$ cat src/rtl/axi_lite_master_cmdq_if.sv
// rtl/axi_lite_master_cmdq_if.sv - AXI4-Lite bus bundle with master/slave views
interface axi_lite_master_cmdq_if #(
  parameter int ADDR_WIDTH = 32,
  parameter int DATA_WIDTH = 32
);
  logic [ADDR_WIDTH-1:0]   awaddr;
  logic                    awvalid;
  logic                    awready;
  logic [DATA_WIDTH-1:0]   wdata;
  logic [DATA_WIDTH/8-1:0] wstrb;
  logic                    wvalid;
  logic                    wready;
  logic [1:0]              bresp;
  logic                    bvalid;
  logic                    bready;
  logic [ADDR_WIDTH-1:0]   araddr;
  logic                    arvalid;
  logic                    arready;
  logic [DATA_WIDTH-1:0]   rdata;
  logic [1:0]              rresp;
  logic                    rvalid;
  logic                    rready;

  modport master (
    output awaddr, awvalid, wdata, wstrb, wvalid, bready, araddr, arvalid, rready,
    input  awready, wready, bresp, bvalid, arready, rdata, rresp, rvalid
  );

  modport slave (
    input  awaddr, awvalid, wdata, wstrb, wvalid, bready, araddr, arvalid, rready,
    output awready, wready, bresp, bvalid, arready, rdata, rresp, rvalid
  );
endinterface

$ cat src/rtl/axi_lite_master_cmdq.sv
// rtl/axi_lite_master_cmdq.sv - AXI4-Lite master fed by independent write/read command queues
module axi_lite_master_cmdq #(
  parameter int ADDR_WIDTH = 32,
  parameter int DATA_WIDTH = 32,
  parameter int CMD_DEPTH  = 4,
  parameter int TIMEOUT    = 256
) (
  input  logic                          aclk,
  input  logic                          areset,
  input  logic                          wr_cmd_valid,
  output logic                          wr_cmd_ready,
  input  logic [ADDR_WIDTH-1:0]         wr_cmd_addr,
  input  logic [DATA_WIDTH-1:0]         wr_cmd_data,
  input  logic [DATA_WIDTH/8-1:0]       wr_cmd_strb,
  output logic                          wr_rsp_valid,
  output logic [1:0]                    wr_rsp,
  output logic [$clog2(CMD_DEPTH):0]    wr_level,
  output logic                          wr_timeout,
  input  logic                          rd_cmd_valid,
  output logic                          rd_cmd_ready,
  input  logic [ADDR_WIDTH-1:0]         rd_cmd_addr,
  output logic                          rd_rsp_valid,
  output logic [DATA_WIDTH-1:0]         rd_rsp_data,
  output logic [1:0]                    rd_rsp,
  output logic [$clog2(CMD_DEPTH):0]    rd_level,
  output logic                          rd_timeout,
  axi_lite_master_cmdq_if.master        m_axi
);

  localparam int PW = $clog2(CMD_DEPTH);
  localparam int LW = PW + 1;
  localparam int SW = DATA_WIDTH / 8;
  localparam int TW = (TIMEOUT > 0) ? $clog2(TIMEOUT + 1) : 1;

  typedef enum logic [2:0] {W_IDLE, W_BOTH, W_ADDR, W_DATA, W_RESP} wr_state_t;
  typedef enum logic [1:0] {R_IDLE, R_ADDR, R_DATA} rd_state_t;

  // write command queue
  logic [ADDR_WIDTH-1:0] wq_addr [CMD_DEPTH];
  logic [DATA_WIDTH-1:0] wq_data [CMD_DEPTH];
  logic [SW-1:0]         wq_strb [CMD_DEPTH];
  logic [PW-1:0]         wq_wp, wq_rp;
  logic [LW-1:0]         wq_cnt;
  logic                  wr_push, wr_pop;

  // read command queue
  logic [ADDR_WIDTH-1:0] rq_addr [CMD_DEPTH];
  logic [PW-1:0]         rq_wp, rq_rp;
  logic [LW-1:0]         rq_cnt;
  logic                  rd_push, rd_pop;

  // AXI-side registered state
  wr_state_t             wr_state;
  rd_state_t             rd_state;
  logic [ADDR_WIDTH-1:0] awaddr_q, araddr_q;
  logic [DATA_WIDTH-1:0] wdata_q;
  logic [SW-1:0]         wstrb_q;
  logic                  awvalid_q, wvalid_q, bready_q, arvalid_q, rready_q;

  assign wr_cmd_ready = (wq_cnt != LW'(CMD_DEPTH));
  assign rd_cmd_ready = (rq_cnt != LW'(CMD_DEPTH));
  assign wr_push      = wr_cmd_valid && wr_cmd_ready;
  assign rd_push      = rd_cmd_valid && rd_cmd_ready;
  assign wr_pop       = (wr_state == W_IDLE) && (wq_cnt != '0);
  assign rd_pop       = (rd_state == R_IDLE) && (rq_cnt != '0);
  assign wr_level     = wq_cnt;
  assign rd_level     = rq_cnt;

  assign m_axi.awaddr  = awaddr_q;
  assign m_axi.awvalid = awvalid_q;
  assign m_axi.wdata   = wdata_q;
  assign m_axi.wstrb   = wstrb_q;
  assign m_axi.wvalid  = wvalid_q;
  assign m_axi.bready  = bready_q;
  assign m_axi.araddr  = araddr_q;
  assign m_axi.arvalid = arvalid_q;
  assign m_axi.rready  = rready_q;

  // queue storage is written only on push, so it needs no reset
  always_ff @(posedge aclk) begin
    if (wr_push) begin
      wq_addr[wq_wp] <= wr_cmd_addr;
      wq_data[wq_wp] <= wr_cmd_data;
      wq_strb[wq_wp] <= wr_cmd_strb;
    end
    if (rd_push) begin
      rq_addr[rq_wp] <= rd_cmd_addr;
    end
  end

  // queue pointers and occupancy; pointers wrap naturally since depth is a power of 2
  always_ff @(posedge aclk) begin
    if (areset) begin
      wq_wp  <= '0;
      wq_rp  <= '0;
      wq_cnt <= '0;
      rq_wp  <= '0;
      rq_rp  <= '0;
      rq_cnt <= '0;
    end else begin
      if (wr_push) wq_wp <= wq_wp + 1'b1;
      if (wr_pop)  wq_rp <= wq_rp + 1'b1;
      case ({wr_push, wr_pop})
        2'b10:   wq_cnt <= wq_cnt + 1'b1;
        2'b01:   wq_cnt <= wq_cnt - 1'b1;
        default: wq_cnt <= wq_cnt;
      endcase
      if (rd_push) rq_wp <= rq_wp + 1'b1;
      if (rd_pop)  rq_rp <= rq_rp + 1'b1;
      case ({rd_push, rd_pop})
        2'b10:   rq_cnt <= rq_cnt + 1'b1;
        2'b01:   rq_cnt <= rq_cnt - 1'b1;
        default: rq_cnt <= rq_cnt;
      endcase
    end
  end

  // write FSM: AW and W issued together, each valid dropped on its own handshake
  always_ff @(posedge aclk) begin
    if (areset) begin
      wr_state     <= W_IDLE;
      awaddr_q     <= '0;
      wdata_q      <= '0;
      wstrb_q      <= '0;
      awvalid_q    <= 1'b0;
      wvalid_q     <= 1'b0;
      bready_q     <= 1'b0;
      wr_rsp_valid <= 1'b0;
      wr_rsp       <= 2'b00;
    end else begin
      wr_rsp_valid <= 1'b0;
      case (wr_state)
        W_IDLE: begin
          if (wr_pop) begin
            awaddr_q  <= wq_addr[wq_rp];
            wdata_q   <= wq_data[wq_rp];
            wstrb_q   <= wq_strb[wq_rp];
            awvalid_q <= 1'b1;
            wvalid_q  <= 1'b1;
            wr_state  <= W_BOTH;
          end
        end
        W_BOTH: begin
          if (m_axi.awready && m_axi.wready) begin
            awvalid_q <= 1'b0;
            wvalid_q  <= 1'b0;
            bready_q  <= 1'b1;
            wr_state  <= W_RESP;
          end else if (m_axi.awready) begin
            awvalid_q <= 1'b0;
            wr_state  <= W_DATA;
          end else if (m_axi.wready) begin
            wvalid_q  <= 1'b0;
            wr_state  <= W_ADDR;
          end
        end
        W_ADDR: begin
          if (m_axi.awready) begin
            awvalid_q <= 1'b0;
            bready_q  <= 1'b1;
            wr_state  <= W_RESP;
          end
        end
        W_DATA: begin
          if (m_axi.wready) begin
            wvalid_q <= 1'b0;
            bready_q <= 1'b1;
            wr_state <= W_RESP;
          end
        end
        W_RESP: begin
          if (m_axi.bvalid) begin
            bready_q     <= 1'b0;
            wr_rsp_valid <= 1'b1;
            wr_rsp       <= m_axi.bresp;
            wr_state     <= W_IDLE;
          end
        end
        default: wr_state <= W_IDLE;
      endcase
    end
  end

  // read FSM: rready is asserted only while waiting for R
  always_ff @(posedge aclk) begin
    if (areset) begin
      rd_state     <= R_IDLE;
      araddr_q     <= '0;
      arvalid_q    <= 1'b0;
      rready_q     <= 1'b0;
      rd_rsp_valid <= 1'b0;
      rd_rsp_data  <= '0;
      rd_rsp       <= 2'b00;
    end else begin
      rd_rsp_valid <= 1'b0;
      case (rd_state)
        R_IDLE: begin
          if (rd_pop) begin
            araddr_q  <= rq_addr[rq_rp];
            arvalid_q <= 1'b1;
            rd_state  <= R_ADDR;
          end
        end
        R_ADDR: begin
          if (m_axi.arready) begin
            arvalid_q <= 1'b0;
            rready_q  <= 1'b1;
            rd_state  <= R_DATA;
          end
        end
        R_DATA: begin
          if (m_axi.rvalid) begin
            rready_q     <= 1'b0;
            rd_rsp_valid <= 1'b1;
            rd_rsp_data  <= m_axi.rdata;
            rd_rsp       <= m_axi.rresp;
            rd_state     <= R_IDLE;
          end
        end
        default: rd_state <= R_IDLE;
      endcase
    end
  end

  logic wr_hs, wr_wait, rd_hs, rd_wait;

  assign wr_hs   = (awvalid_q && m_axi.awready) || (wvalid_q && m_axi.wready) ||
                   (bready_q && m_axi.bvalid);
  assign wr_wait = (awvalid_q && !m_axi.awready) || (wvalid_q && !m_axi.wready) ||
                   (bready_q && !m_axi.bvalid);
  assign rd_hs   = (arvalid_q && m_axi.arready) || (rready_q && m_axi.rvalid);
  assign rd_wait = (arvalid_q && !m_axi.arready) || (rready_q && !m_axi.rvalid);

  generate
    if (TIMEOUT > 0) begin : g_wdog
      logic [TW-1:0] wr_wd_cnt, rd_wd_cnt;

      // per-channel stall counters; flags are sticky and never abort the transfer
      always_ff @(posedge aclk) begin
        if (areset) begin
          wr_wd_cnt  <= '0;
          rd_wd_cnt  <= '0;
          wr_timeout <= 1'b0;
          rd_timeout <= 1'b0;
        end else begin
          if (wr_hs) begin
            wr_wd_cnt <= '0;
          end else if (wr_wait && (wr_wd_cnt != TW'(TIMEOUT))) begin
            wr_wd_cnt <= wr_wd_cnt + 1'b1;
            if (wr_wd_cnt == TW'(TIMEOUT - 1)) wr_timeout <= 1'b1;
          end
          if (rd_hs) begin
            rd_wd_cnt <= '0;
          end else if (rd_wait && (rd_wd_cnt != TW'(TIMEOUT))) begin
            rd_wd_cnt <= rd_wd_cnt + 1'b1;
            if (rd_wd_cnt == TW'(TIMEOUT - 1)) rd_timeout <= 1'b1;
          end
        end
      end
    end else begin : g_no_wdog
      assign wr_timeout = 1'b0;
      assign rd_timeout = 1'b0;
    end
  endgenerate

endmodule
$ cat src/flat_wrapper.sv
// flat-port wrapper written by rule: the top's interface ports become plain ports
module axi_lite_master_cmdq_flat 
#(
  parameter int ADDR_WIDTH = 32,
  parameter int DATA_WIDTH = 32,
  parameter int CMD_DEPTH  = 4,
  parameter int TIMEOUT    = 256
)
  (aclk, areset, wr_cmd_valid, wr_cmd_ready, wr_cmd_addr, wr_cmd_data, wr_cmd_strb, wr_rsp_valid, wr_rsp, wr_level, wr_timeout, rd_cmd_valid, rd_cmd_ready, rd_cmd_addr, rd_rsp_valid, rd_rsp_data, rd_rsp, rd_level, rd_timeout, m_axi_awaddr, m_axi_awvalid, m_axi_wdata, m_axi_wstrb, m_axi_wvalid, m_axi_bready, m_axi_araddr, m_axi_arvalid, m_axi_rready, m_axi_awready, m_axi_wready, m_axi_bresp, m_axi_bvalid, m_axi_arready, m_axi_rdata, m_axi_rresp, m_axi_rvalid);
  axi_lite_master_cmdq_if #(.ADDR_WIDTH(ADDR_WIDTH), .DATA_WIDTH(DATA_WIDTH)) m_axi_i ();
  input  logic aclk;
  input  logic areset;
  input  logic wr_cmd_valid;
  output logic wr_cmd_ready;
  input  logic [ADDR_WIDTH-1:0] wr_cmd_addr;
  input  logic [DATA_WIDTH-1:0] wr_cmd_data;
  input  logic [DATA_WIDTH/8-1:0] wr_cmd_strb;
  output logic wr_rsp_valid;
  output logic [1:0] wr_rsp;
  output logic [$clog2(CMD_DEPTH):0] wr_level;
  output logic wr_timeout;
  input  logic rd_cmd_valid;
  output logic rd_cmd_ready;
  input  logic [ADDR_WIDTH-1:0] rd_cmd_addr;
  output logic rd_rsp_valid;
  output logic [DATA_WIDTH-1:0] rd_rsp_data;
  output logic [1:0] rd_rsp;
  output logic [$clog2(CMD_DEPTH):0] rd_level;
  output logic rd_timeout;
  output wire logic [$bits(m_axi_i.awaddr)-1:0] m_axi_awaddr;
  output wire logic [$bits(m_axi_i.awvalid)-1:0] m_axi_awvalid;
  output wire logic [$bits(m_axi_i.wdata)-1:0] m_axi_wdata;
  output wire logic [$bits(m_axi_i.wstrb)-1:0] m_axi_wstrb;
  output wire logic [$bits(m_axi_i.wvalid)-1:0] m_axi_wvalid;
  output wire logic [$bits(m_axi_i.bready)-1:0] m_axi_bready;
  output wire logic [$bits(m_axi_i.araddr)-1:0] m_axi_araddr;
  output wire logic [$bits(m_axi_i.arvalid)-1:0] m_axi_arvalid;
  output wire logic [$bits(m_axi_i.rready)-1:0] m_axi_rready;
  input wire logic [$bits(m_axi_i.awready)-1:0] m_axi_awready;
  input wire logic [$bits(m_axi_i.wready)-1:0] m_axi_wready;
  input wire logic [$bits(m_axi_i.bresp)-1:0] m_axi_bresp;
  input wire logic [$bits(m_axi_i.bvalid)-1:0] m_axi_bvalid;
  input wire logic [$bits(m_axi_i.arready)-1:0] m_axi_arready;
  input wire logic [$bits(m_axi_i.rdata)-1:0] m_axi_rdata;
  input wire logic [$bits(m_axi_i.rresp)-1:0] m_axi_rresp;
  input wire logic [$bits(m_axi_i.rvalid)-1:0] m_axi_rvalid;
  assign m_axi_awaddr = m_axi_i.awaddr;
  assign m_axi_awvalid = m_axi_i.awvalid;
  assign m_axi_wdata = m_axi_i.wdata;
  assign m_axi_wstrb = m_axi_i.wstrb;
  assign m_axi_wvalid = m_axi_i.wvalid;
  assign m_axi_bready = m_axi_i.bready;
  assign m_axi_araddr = m_axi_i.araddr;
  assign m_axi_arvalid = m_axi_i.arvalid;
  assign m_axi_rready = m_axi_i.rready;
  assign m_axi_i.awready = m_axi_awready;
  assign m_axi_i.wready = m_axi_wready;
  assign m_axi_i.bresp = m_axi_bresp;
  assign m_axi_i.bvalid = m_axi_bvalid;
  assign m_axi_i.arready = m_axi_arready;
  assign m_axi_i.rdata = m_axi_rdata;
  assign m_axi_i.rresp = m_axi_rresp;
  assign m_axi_i.rvalid = m_axi_rvalid;
  axi_lite_master_cmdq #(.ADDR_WIDTH(ADDR_WIDTH), .DATA_WIDTH(DATA_WIDTH), .CMD_DEPTH(CMD_DEPTH), .TIMEOUT(TIMEOUT)) u_core (.aclk(aclk), .areset(areset), .wr_cmd_valid(wr_cmd_valid), .wr_cmd_ready(wr_cmd_ready), .wr_cmd_addr(wr_cmd_addr), .wr_cmd_data(wr_cmd_data), .wr_cmd_strb(wr_cmd_strb), .wr_rsp_valid(wr_rsp_valid), .wr_rsp(wr_rsp), .wr_level(wr_level), .wr_timeout(wr_timeout), .rd_cmd_valid(rd_cmd_valid), .rd_cmd_ready(rd_cmd_ready), .rd_cmd_addr(rd_cmd_addr), .rd_rsp_valid(rd_rsp_valid), .rd_rsp_data(rd_rsp_data), .rd_rsp(rd_rsp), .rd_level(rd_level), .rd_timeout(rd_timeout), .m_axi(m_axi_i));
endmodule
$ cat config.mk
export PLATFORM = sky130hd
export DESIGN_NAME = axi_lite_master_cmdq_flat
export DESIGN_NICKNAME = d
export VERILOG_FILES = /design/src/rtl/axi_lite_master_cmdq_if.sv /design/src/rtl/axi_lite_master_cmdq.sv /design/src/flat_wrapper.sv
export SDC_FILE = /design/constraint.sdc
export NUM_CORES = 1
export LEC_CHECK = 0
export ABC_CLOCK_PERIOD_IN_PS = 2980
export CAP_MARGIN = 20
export CORE_MARGIN = 2
export CORE_UTILIZATION = 35
export DETAILED_ROUTE_END_ITERATION = 6
export DONT_BUFFER_PORTS = 1
export GPL_TIMING_DRIVEN = 0
export PLACE_DENSITY_LB_ADDON = 0.15
export SLEW_MARGIN = 5
export SYNTH_ARGS = -nofsm -noshare
export SYNTH_HDL_FRONTEND = slang
export SYNTH_SLANG_ARGS = --single-unit
export TNS_END_PERCENT = 30
$ cat constraint.sdc
create_clock -name aclk -period 2.98 [get_ports aclk]
set_input_delay 0.596 -clock aclk [delete_from_list [all_inputs] [get_ports aclk]]
set_output_delay 0.596 -clock aclk [all_outputs]
set_load 0.005 [all_outputs]
Word level (Yosys, flattened, before mapping)
Memories as Yosys holds them, arrays and structs flattened. A register that Yosys moved wholly into a read port is not among the register bits.
Index checks and enable logic that the tools add are counted.
{"block": "classes", "addsub": 10, "eq_ne": 26, "muxes": 39, "bitwise": 4, "n_reduce_logical": 56}
{"operator": "two-way mux 3 bit", "count": 7}
{"operator": "two-way mux 1 bit", "count": 20}
{"operator": "adder 9 x 1 -> 9 bit, second input constant", "count": 2}
{"operator": "== test 9 x 8 -> 1 bit, second input constant", "count": 2}
{"operator": "inequality test 9 bit, second input constant", "count": 2}
{"operator": "AND reduction 3 bit", "count": 6}
{"operator": "logical AND 1 bit", "count": 17}
{"operator": "one-hot mux 3 bit (5 select lines)", "count": 1}
{"operator": "one-hot mux 3 bit (2 select lines)", "count": 2}
{"operator": "nonzero test 3 bit", "count": 4}
{"operator": "inequality test 2 bit, second input constant", "count": 5}
{"operator": "AND reduction 2 bit", "count": 5}
{"operator": "AND reduction 5 bit", "count": 2}
{"operator": "adder 2 x 1 -> 2 bit, second input constant", "count": 4}
{"operator": "nonzero test 2 bit", "count": 4}
{"operator": "OR reduction 2 bit", "count": 4}
{"operator": "adder 3 x 1 -> 3 bit, second input constant", "count": 2}
{"operator": "== test 2 x 1 -> 1 bit, second input constant", "count": 3}
{"operator": "== test 2 bit, second input constant", "count": 3}
{"operator": "== test 3 x 2 -> 1 bit, second input constant", "count": 2}
{"operator": "logical OR 1 bit", "count": 6}
{"operator": "two-way mux 2 bit", "count": 3}
{"operator": "inequality test 2 x 1 -> 1 bit, second input constant", "count": 3}
{"operator": "inequality test 3 bit, second input constant", "count": 2}
{"operator": "14 further kinds", "count": 24}
{"block": "word_totals", "register_bits": 82, "ramBits": 400, "out_inout_bits": 153, "word_cells": 161, "n_memories": 4}
{"name": "u_core.rq_addr", "words": 4, "width": 32, "read_ports": 1, "rd_ports_with_merged_regs": 1, "write_ports": 1, "line_no": "axi_lite_master_cmdq.sv:47", "source": "logic [ADDR_WIDTH-1:0] rq_addr [CMD_DEPTH];"}
{"name": "u_core.wq_addr", "words": 4, "width": 32, "read_ports": 1, "rd_ports_with_merged_regs": 1, "write_ports": 1, "line_no": "axi_lite_master_cmdq.sv:39", "source": "logic [ADDR_WIDTH-1:0] wq_addr [CMD_DEPTH];"}
{"name": "u_core.wq_data", "words": 4, "width": 32, "read_ports": 1, "rd_ports_with_merged_regs": 1, "write_ports": 1, "line_no": "axi_lite_master_cmdq.sv:40", "source": "logic [DATA_WIDTH-1:0] wq_data [CMD_DEPTH];"}
{"name": "u_core.wq_strb", "words": 4, "width": 4, "read_ports": 1, "rd_ports_with_merged_regs": 1, "write_ports": 1, "line_no": "axi_lite_master_cmdq.sv:41", "source": "logic [SW-1:0] wq_strb [CMD_DEPTH];"}

Longest topological paths before layout
{"block": "logic_depth", "depth_word": 6, "ltp_mapped": 11, "ltp_nobuf": 9}

Worst setup path after synthesis
No wires, ideal clock.
{"block": "synth_path", "path_type": "reg-to-reg", "from": "register u_core.wq_cnt[0] (netlist: u_core.wr_level[0])", "to": "memory u_core.wq_addr[0][0], enable pin", "t_arrival_ns": 2.255, "t_required_ns": 2.546, "setup_slack_ns": 0.291, "stages_incl_launch_ff": 3, "path_buffers": 0, "period_less_slack_ns": 2.689, "path_cell_list": "dfxtp_1 > or3b_1 > and3_1"}
{"block": "synth_between", "elab_chain_len": 4}
{"element": "from (decl)", "line_no": "axi_lite_master_cmdq.sv:43", "source": "logic [LW-1:0] wq_cnt;"}
{"element": "from (signal assigned)", "line_no": "axi_lite_master_cmdq.sv:104", "source": "2'b10: wq_cnt <= wq_cnt + 1'b1;"}
{"element": "from (signal assigned)", "line_no": "axi_lite_master_cmdq.sv:105", "source": "2'b01: wq_cnt <= wq_cnt - 1'b1;"}
{"element": "from (signal assigned)", "line_no": "axi_lite_master_cmdq.sv:106", "source": "default: wq_cnt <= wq_cnt;"}
{"element": "inequality test 3 bit", "line_no": "axi_lite_master_cmdq.sv:60", "source": "assign wr_cmd_ready = (wq_cnt != LW'(CMD_DEPTH));"}
{"element": "via wr_cmd_ready", "line_no": "flat_wrapper.sv:14", "source": "output logic wr_cmd_ready;"}
{"element": "logical AND 1 bit", "line_no": "axi_lite_master_cmdq.sv:62", "source": "assign wr_push = wr_cmd_valid && wr_cmd_ready;"}
{"element": "two-way mux 1 bit", "line_no": "axi_lite_master_cmdq.sv:81", "source": "if (wr_push) begin"}
{"element": "two-way mux 1 bit (implied by the code)", "line_no": "axi_lite_master_cmdq.sv:82", "source": "wq_addr[wq_wp] <= wr_cmd_addr;"}
{"element": "to (decl)", "line_no": "axi_lite_master_cmdq.sv:39"}
The timed path passes the listed nets, and every way through them passes these cells.

Final worst setup path
{"block": "layout_path", "from": "register u_core.wq_cnt[0] (netlist: u_core.wr_level[0])", "to": "register u_core.wq_cnt[2] (netlist: u_core.wr_level[2])"}
{"block": "layout_between", "elab_chain_len": 4, "elab_cells_between_ends": 10, "classes_between": "add/sub: 2; eq/ne: 3; mux: 1; reduce/logical: 4"}
{"element": "nonzero test 3 bit (*)", "line_no": "axi_lite_master_cmdq.sv:64", "source": "assign wr_pop = (wr_state == W_IDLE) && (wq_cnt != '0);"}
{"element": "logical AND 1 bit (*)", "line_no": "axi_lite_master_cmdq.sv:64"}
{"element": "via u_core.wr_pop", "line_no": "axi_lite_master_cmdq.sv:44", "source": "logic wr_push, wr_pop;"}
{"element": "== test 2 x 1 -> 1 bit or == test 2 bit (tied branches)", "line_no": "axi_lite_master_cmdq.sv:103", "source": "case ({wr_push, wr_pop})"}
{"element": "one-hot mux 3 bit (2 select lines) or nonzero test 2 bit (tied branches)"}
Mark *: on every way through the listed nets, which the timed path passes. The rest lies on a longest branch.
A chain may end at the register's enable or synchronous reset.

==> out/results.ini <==
[status]
run_status=complete, no violations

[worst_setup_path]
crit_type=reg -> reg
crit_fanout=10
worst_path_most_repeated_cell=buf_6
crit_path_end_kind=register
worst_path_max_delay_cell=dfxtp_2
startpoint_type=register
path_buf_inv=4
cp.arrival_ps=3330
cp_top_family=simple AND/OR/NAND/NOR gates
crit_chain=nor3_1, or4_4, buf_6, clkinv_8, buf_6, ha_1, inv_1, fa_1, xor2_1, or3_1, a21oi_1
regToRegSetupSlack_ps=190
critPathRequiredTime_ps=3510
max_stage_delay_ps=450

[cells_and_area]
insertedDiodeCount=0
nNetsFinal=1629
finalNonFillerCells=2300
fin_area_mm2=0.0248
syn_to_final_growth_pct=15.3
ff_latch_area_mm2=0.0157
fillers=5557
multiInputGateArea_mm2=0.00537
layout-drive-gt1-share=0.179

[yosys]
synth_cell_type_count=56
synth_edf_count=400
synth_cells=1395
synth_top_cell_by_area=edfxtp_1
netlist_top_cells_area=edfxtp_1 (56%), dfxtp_1 (17%), mux4_2 (10%)
syn_area_mm2=0.0215
syn_avg_cell_area_um2=15.4
synth_flop_cell=edfxtp_1
synthArstFlopShare=0
synth_fp_nets=1558
yosys_register_bits=582
yosys_warnings=0
synth_top_area_frac=0.558
seq_area_frac_synth=0.728

[sta]
finalHoldViolCount=0
tightest_slew_ps=995
max_freq_mhz=358
rsz0062_at_grt=no
finalClockSkew_ps=22.0
finalWorstSetupSlack_ps=185
min_period_over_period=0.938
setup_viol=0
period_needed_ps=2790
drv_slew=0
relSlewSlack=0.337

[clocking]
cts_sinks=582
clk_pin_slew_ps=60
cts-root-buf=clkbuf_16
tritoncts=built
holdBufCountCts=0
htreeDepth=2
cts_buffers=61
clockBufferDepth=3
clock_latency_ps=630

[die]
rows=90
dieArea_mm2=0.0635
core_area_mm2=0.0606
die_y_um=252
boundaryPins=298
fp.dieW_um=252
start_util=0.355

[grt]
overflow=0
grt_pass1_wl_um=76400
grt_max_degree=50
antenna_found_initial=1
first_global_vias=11800
track_usage=0.162

[route]
num_vias=11500
viasPerCell=4.99
antenna_left=0
drcViolationCount=0
drtIter0Drc=555
wl_per_cell_um=22.6
drt_wl_total_um=51900
firstDrtPassIters=5

[placement]
dpl_cell_area_mm2=0.0228
post-place-ws_ps=67.2
gp_congestion=0.742
dp_hpwl_um=34300
placedCellCount=2186
io_buffers=0

[power]
p_leak_nw=7.96
p_per_area_mw_per_mm2=943
vdd_drop_max_uv=576

[min_path]
holdCritPathClass=in -> reg

[run]
drv_cap=0

-- layer usage --
layer / wire length [um] / global-route usage / up-vias
li1: - / - / 5333
met5: 0 / 0 / -
met4: 1120 / 0.0453 / 0
met1: 20600 / 0.194 / 5798
met2: 26000 / 0.277 / 272
met3: 4120 / 0.0554 / 84
-- placed cells by master, fill, tap and decap left out, drive strengths merged, types with 3 or more instances in the layout --
| master | synthesis | routed |
|---|---|---|
| nand3 | 8 | 8 |
| nand2 | 286 | 286 |
| nor4 | 3 | 3 |
| buf | 32 | 40 |
| nor2 | 37 | 37 |
| o21ai | 6 | 6 |
| mux2i | 3 | 3 |
| dfxtp | 182 | 182 |
| nand2b | 9 | 9 |
| a31oi | 5 | 5 |
| a21oi | 159 | 159 |
| mux4 | 100 | 100 |
| ha | 16 | 16 |
| or3 | 7 | 7 |
| and3 | 10 | 10 |
| a211oi | 4 | 4 |
| nor3 | 7 | 7 |
| clkinv | 1 | 23 |
| bufinv | 0 | 5 |
| xor2 | 4 | 4 |
| xnor2 | 13 | 13 |
| clkbuf | 45 | 128 |
| inv | 26 | 29 |
| edfxtp | 400 | 400 |
-- synthesized netlist by cell type, drive strengths merged, types with 2 or more instances --
| library cell | count |
|---|---|
| mux4 | 100 |
| a32oi | 2 |
| clkbuf | 45 |
| o21ai | 6 |
| a211oi | 4 |
| nor3 | 7 |
| nand2 | 286 |
| a21oi | 159 |
| or4 | 2 |
| fa | 2 |
| a31oi | 5 |
| or3b | 2 |
| buf | 32 |
| nor4bb | 2 |
| and2 | 2 |
| or3 | 7 |
| edfxtp | 400 |
| a31o | 2 |
| o31ai | 2 |
| mux2i | 3 |
| nand3 | 8 |
| and3 | 10 |
| nand2b | 9 |
| nor2 | 37 |
| nor4b | 2 |
| nor4 | 3 |
| xnor2 | 13 |
| ha | 16 |
| inv | 26 |
| dfxtp | 182 |
| xor2 | 4 |
| a22oi | 2 |
-- state kept, by name, summed over array words and instances (netlist names), 4 cells and up --
signal,cells
u_core.rq_addr,128
u_core.m_axi.wdata,32
u_core.m_axi.wstrb,4
u_core.wq_strb,16
u_core.m_axi.araddr,32
u_core.g_wdog.wr_wd_cnt,9
u_core.g_wdog.rd_wd_cnt,9
u_core.rd_rsp_data,32
u_core.wq_addr,128
u_core.m_axi.awaddr,32
u_core.wq_data,128
-- worst paths after layout --
| check | from | to | depth (start not counted) |
|---|---|---|---|
| max | u_core.wr_level[0] | u_core.wr_level[2] | 11 |
| min | wr_cmd_data[13] | u_core.wq_data[0][13] | 0 |
| max reg2reg | u_core.wr_level[0] | u_core.wr_level[2] | 11 |
| min reg2reg | u_core.m_axi.araddr[18] | u_core.m_axi.araddr[18] | 2 |
-- kinds of logic after synthesis --
kind of cell / share of synthesized area
DFF: 0.728
and+or+nand+nor: 0.0752
AOI/OAI and AO/OA: 0.0486
buffers and inverters: 0.0238
muxes: 0.107
adders and majority gates: 0.0112
xor gates and xnor gates: 0.00692
-- through the flow --
stage / power (mW) / hold slack (ps) / util / setup TNS (ps)
global route: 24.7 / 18.7 / 0.409 / 0
finish: 23.4 / 58.1 / 0.409 / 0
global placement: 16.0 / 463 / 0.371 / -453100
floorplan: 14.4 / 453 / - / 0
detailed placement: 16.1 / 468 / 0.376 / 0
CTS: 23.8 / 9.87 / 0.409 / 0
-- power by group --
part / internal [mW] / switching (mW) / leakage [nW] / total [mW]
Clock: 4.48 / 3.15 / 1.01 / 7.64
Sequential: 10.1 / 0.915 / 5.16 / 11.0
Combinational: 1.99 / 2.79 / 1.80 / 4.78
-- worst register-to-register path: cells and delay by family (launching register included) --
| family | cells | cell delay, ps |
|---|---|---|
| adders and majority gates | 2 | 560 |
| DFF | 1 | 450 |
| xor gates and xnor gates | 1 | 160 |
| AOI/OAI and AO/OA | 1 | 140 |
| and+or+nand+nor | 3 | 880 |
| buffers and inverters | 4 | 540 |
-- timing repair --
item                       CTS  global route
resized for setup            0             4
buffers inserted             0             0
setup endpoints to repair    0             2
-- final cells by class --
cell class | instances | share of cell area
timing repair buffer | 9 | 0.00949
sequential | 582 | 0.632
clock buffer | 83 | 0.0694
clock inverter | 32 | 0.0131
inverter | 27 | 0.00459
buffer | 76 | 0.0158
tap | 782 | 0.0395
multi-input combinational | 709 | 0.217
No activity file was read; power rests on OpenSTA's default activity.
